`config.mk`:
```
export PLATFORM = sky130hd
export DESIGN_NAME = updown_count_unit
export DESIGN_NICKNAME = d
export VERILOG_FILES = /design/src/rtl/updown_count_unit.sv
export SDC_FILE = /design/constraint.sdc
export NUM_CORES = 1
export LEC_CHECK = 0
export ABC_AREA = 1
export ABC_CLOCK_PERIOD_IN_PS = 3400
export CAP_MARGIN = 40
export CORE_MARGIN = 10
export CORE_UTILIZATION = 49
export DETAILED_ROUTE_END_ITERATION = 6
export GPL_ROUTABILITY_DRIVEN = 0
export PLACE_DENSITY_LB_ADDON = 0.25
export SYNTH_ARGS = -nofsm -noshare
export SYNTH_HDL_FRONTEND = slang
export SYNTH_SLANG_ARGS = --single-unit
```
`constraint.sdc`:
```
create_clock -name clk -period 3.4 [get_ports clk]
set_input_delay 0.34 -clock clk [delete_from_list [all_inputs] [get_ports clk]]
set_output_delay 0.34 -clock clk [all_outputs]
set_load 0.05 [all_outputs]
```
`src/rtl/updown_count_unit.sv`:
```
// updown_count_unit: bounded up/down counter fed by inc/dec pulses.
// Tracks last movement direction (IDLE/UP/DOWN) and keeps sticky
// overflow/underflow flags at the range limits.
// Optional feature macro: UDC_SATURATE_EN
//   defined   -> inc at MAX / dec at MIN hold the count at the limit
//   undefined -> inc at MAX wraps to MIN, dec at MIN wraps to MAX
module updown_count_unit #(
  parameter int unsigned WIDTH = 4,
  parameter int unsigned MIN   = 0,
  parameter int unsigned MAX   = 9,
  parameter int unsigned INIT  = 0
) (
  input  logic             clk,
  input  logic             reset,
  input  logic             inc,
  input  logic             dec,
  input  logic             load,
  input  logic [WIDTH-1:0] load_val,
  input  logic             clr_flags,
  output logic [WIDTH-1:0] count,
  output logic             at_max,
  output logic             at_min,
  output logic             ovf,
  output logic             unf,
  output logic             changed,
  output logic             dir_up,
  output logic             dir_dn
);

  localparam logic [WIDTH-1:0] MIN_V  = WIDTH'(MIN);
  localparam logic [WIDTH-1:0] MAX_V  = WIDTH'(MAX);
  localparam logic [WIDTH-1:0] INIT_V = WIDTH'(INIT);
  localparam logic [WIDTH-1:0] ONE_V  = WIDTH'(1);

  typedef enum logic [1:0] {
    ST_IDLE = 2'd0,
    ST_UP   = 2'd1,
    ST_DOWN = 2'd2
  } state_t;

  logic [WIDTH-1:0] r_count;
  logic             r_ovf;
  logic             r_unf;
  logic             r_changed;
  state_t           r_state;

  logic [WIDTH-1:0] w_loadClip;
  logic [WIDTH-1:0] w_nextCount;
  state_t           w_nextState;
  logic             w_setOvf;
  logic             w_setUnf;

  // Clip the load value into [MIN,MAX]; the <= / >= forms keep the
  // comparisons meaningful even when a limit sits at the edge of the range.
  always_comb begin
    w_loadClip = load_val;
    if (load_val <= MIN_V) begin
      w_loadClip = MIN_V;
    end else if (load_val >= MAX_V) begin
      w_loadClip = MAX_V;
    end
  end

  // Next count, direction and flag-set events, in priority order:
  // load, then simultaneous inc/dec (no-op), then inc, then dec.
  // The range check happens before any +1/-1, so no intermediate wraps.
  always_comb begin
    w_nextCount = r_count;
    w_nextState = r_state;
    w_setOvf    = 1'b0;
    w_setUnf    = 1'b0;
    if (load) begin
      w_nextCount = w_loadClip;
      w_nextState = ST_IDLE;
    end else if (inc && dec) begin
      w_nextCount = r_count;
    end else if (inc) begin
      w_nextState = ST_UP;
      if (r_count >= MAX_V) begin
        w_setOvf = 1'b1;
`ifdef UDC_SATURATE_EN
        w_nextCount = MAX_V;
`else
        w_nextCount = MIN_V;
`endif
      end else begin
        w_nextCount = r_count + ONE_V;
      end
    end else if (dec) begin
      w_nextState = ST_DOWN;
      if (r_count <= MIN_V) begin
        w_setUnf = 1'b1;
`ifdef UDC_SATURATE_EN
        w_nextCount = MIN_V;
`else
        w_nextCount = MAX_V;
`endif
      end else begin
        w_nextCount = r_count - ONE_V;
      end
    end
  end

  // Register count, direction FSM, sticky flags (set beats clear) and
  // the one-cycle changed pulse.
  always_ff @(posedge clk or posedge reset) begin
    if (reset) begin
      r_count   <= INIT_V;
      r_ovf     <= 1'b0;
      r_unf     <= 1'b0;
      r_changed <= 1'b0;
      r_state   <= ST_IDLE;
    end else begin
      r_count   <= w_nextCount;
      r_state   <= w_nextState;
      r_ovf     <= w_setOvf | (r_ovf & ~clr_flags);
      r_unf     <= w_setUnf | (r_unf & ~clr_flags);
      r_changed <= (w_nextCount != r_count);
    end
  end

  assign count   = r_count;
  assign at_max  = (r_count == MAX_V);
  assign at_min  = (r_count == MIN_V);
  assign ovf     = r_ovf;
  assign unf     = r_unf;
  assign changed = r_changed;
  assign dir_up  = (r_state == ST_UP);
  assign dir_dn  = (r_state == ST_DOWN);

endmodule

```
# Yosys cells after proc, flatten, opt, wreduce, memory -nomap -nowiden
# Cells that the tools add are included.
# totals
reg_bits	9
latchBits	0
ramBits	0
romBits	0
in_bits	10
out_inout_bits	11
wordCells	46
mem_count	0
# classes
addsub	2
multipliers	0
n_div	0
magnitude_cmp	4
n_eq_ne	5
shift	0
muxes	21
n_bitwise	5
n_reduce_logical	4
# ops
cell	n
$mux 4	8
$mux 1	9
$ge 4x4->1 const B	2
$le 4x1->1 const B	2
$mux 2	4
$add 4x1->4 const B	1
$eq 4x4->1 const B	1
$logic_not 4->1	1
$ne 4x4->1	1
$sub 4x1->4 const B	1
$reduce_bool 3->1	1
$and 1x1->1	2
$eq 2x1->1 const B	1
$eq 2x2->1 const B	1
$ne 2x2->1 const B	1
$or 1x1->1	2
$reduce_and 2->1	1
$logic_and 1x1->1	1
$not 1->1	1

# Logic depth before layout (Yosys ltp)
# logic_depth
depth_word	7
mapped_depth	13
mapped_depth_nobuf	13

# Worst setup path before layout
# OpenSTA, ideal clock, no wires.
# synth_path
path_type	reg-to-output
startpoint	reg r_count[0], in the netlist count[0]
endpoint	out at_max
arrival_ns	2.041
required_time_ns	3.060
slack_ns	1.019
stages_incl_launch_ff	4
n_path_buf	0
cell_sequence	dfrtp_1 > ha_1 > inv_1 > nor3_1
# synth_between
elab_chain_cells	1
# synth_lines
item	line_no	rtl
start: declaration	41	logic [WIDTH-1:0] r_count;
start signal: assignment	114	r_count <= w_nextCount;
$eq 4x4->1	123	assign at_max = (r_count == MAX_V);
end: declaration	21	output logic at_max,
# Every way passes these cells.

# Worst setup path after layout
# layout_path
startpoint	reg r_count[1], in the netlist count[1]
endpoint	out at_min
# layout_between
elab_chain_cells	1
# layout_lines
item	line_no	rtl
$logic_not 4->1	124	assign at_min = (r_count == MIN_V);
end: declaration	22	output logic at_min,
# Every way passes these cells.

==> impl_results.md <==
- FF-to-FF End: changed
- Worst R2R Setup Slack: 1.59 ns
- Site Rows: 13
- Layout Utilization: 69.9%
- Worst-path clk slew: 0.07 ns
- Buf/Inv on CP: 3
- GRT Util Overall: 10.9%
- DR iter-0 viols: 26
- CP dominant cell by count: inv_1
- Seq/Total Area, Yosys: 30.5%
- Number of post-CTS setup repair buffers: 0
- Max VDD drop: 0.000230 V
- Final Hold Vio Count: 0
- Die width: 58.8 um
- Root Buffer: clkbuf_4
- Crit-path leading delay family: buffers and inverters
- Grt total ovfl: 0
- CP required: 3.06 ns
- Met2 wire length: 877 um
- Worst relative slew slack: 64.9%
- I/O pin count: 21
- Crit path largest cell delay: 0.79 ns
- Post-synthesis to final-layout area growth: 29.1%
- Final worst-path cycle share: 71.3%
- Startpoint types: flip-flop
- Syn_nets: 130
- First-pass GRT wire length: 3.02 mm
- Vias in the first global route: 710
- Via count: 792
- Initial Util: 54.1%
- R2R cell count: 12
- Largest area contributor in the netlist: dfrtp_1
- Clk_skew: 0.00678 ns
- Worst min path class: input port to async pin
- Status: finished, final reports clean
- CTS tree: built
- Final Max Slew Viols: 0
- Routed wire length: 1.89 mm
- Vias per std cell: 5.18
- Mean post-synth cell area: 6.32 um2
- Post-Synthesis Cells: 117
- Top cells by area, synth: dfrtp_1, nand2_1, nand3_1, inv_1, ha_1
- PortBufs: 20
- Critical Path Fanout Max: 6
- Die Y: 58.8 um
- Non-Filler Instances: 153
- RSZ-0062 raised after global routing: no
- WP depth: 5
- Met3 Routed Length: 179 um
- CTS Buf Count: 3
- Sink Count: 9
- N_diodes: 0
- Total power: 409 uW
- Critical Path Slowest Stage Cell: clkdlybuf4s50_1
- Synth unique cells: 20
- Setup TNS Final: 0 ns
- Flops & latches, synth: 9
- PwrDens: 429 nW/um2
- Die area: 3460 um2
- Antenna violations before repair: 0
- Setup crit end kind: primary output
- Yosys warning count: 0
- Share of cells above drive strength 1: 7.97%
- Slew of the pin with the lowest slew margin: 0.524 ns
- Largest net degree at the start of global routing: 11
- Placed insts: 149
- Achievable clock frequency: 413 MHz
- DR WL/cell: 12.4 um
- Critical path arrival: 2.08 ns
- R2r startpoint: count[0]
- Fin crit period: 2.42 ns
- Critical path origin: count[1]
- Post-synth top area share: 30.5%
- H-Tree Depth: 1
- Clock buffer depth: 2
- Crit path kind: flip-flop to primary output
- CTS Hold Buffers Added: 0
- CP Cell Sequence: inv_1 -> ha_1 -> nand2_1 -> inv_1 -> clkdlybuf4s50_1
- Core area: 1370 um2
- Top sig layer: met4
- # DRC: 0
- Final nets: 152
- Max-cap viol count: 0
- Post-CTS resize count: 0
- Final setup viols: 0
- Most frequent cells in the layout: nand2_1, clkdlybuf4s50_1, inv_1
- Synthesized area: 739 um2
- Total iterations of the first detailed-routing run: 4
- Remaining antenna violation count: 0
- Setup crit end: at_min
- Most common cell after layout, fill and taps aside: nand2_1
- Insertion delay to the later sink of the worst-skew pair: 0.28 ns
- Hpwl dp: 1.52 mm
- Post-Route M1 WL: 821 um
- P_leak: 0.497 nW
[layer usage]
layer	vias up	GRT usage [%]
met5	-	0
met3	2	5.15
li1	411	-
met1	347	12.1
met2	32	18.2
met4	0	2.95
[final cells by class]
class                      count  area (um2)
timing repair buffer          20         200
fill                         118         412
clock buffer                   4        26.3
tap                           15        18.8
sequential                     9         225
inverter                      22        82.6
multi-input combinational     83         402
[cells in the mapped netlist, drive strengths merged]
master and instances:
nand2 39, o21ai 7, a21oi 3, o21a 2, ha 3, dfrtp 9
o22ai 2, clkinv 2, nand3 14, inv 20, nor2 9, buf 3
nand4 3, nor3 1
[how the worst min path moves through the flow]
stage	startpoint	to	slack (ns)	depth (start not counted)
2_1_floorplan	reset	changed	0.17	1
3_3_place_gp	ovf	ovf	0.52	2
3_5_place_dp	ovf	ovf	0.54	2
4_1_cts	reset	ovf	0.35	2
5_1_grt	reset	ovf	0.39	2
6_report	reset	ovf	0.34	2
[sequential cells by signal, summed over array words and instances, names as in the netlist]
register / flops
changed: 1
ovf: 1
count: 4
r_state: 2
unf: 1
[stage by stage]
stage	hold WS [ns]	setup slack, ns	area (um2)
finish	0.336	0.977	955
global route	0.387	0.869	955
CTS	0.353	0.989	955
detailed placement	0.537	1.28	928
global placement	0.518	1.32	928
floorplan	0.168	1.02	739
[logic make-up after synthesis]
kind of cell	synth area share, %
AOI/OAI and AO/OA	10.5
adders and majority gates	5.08
DFF	30.5
and+or+nand+nor	38.7
buffers and inverters	15.2
[power by group]
group	internal, mW	total, mW	switching [mW]	leakage (nW)
registers	0.118	0.136	0.0179	0.112
logic	0.0664	0.185	0.119	0.370
clock network	0.0455	0.0885	0.0430	0.0150
Note: power is estimated with default switching activity, not from simulation.
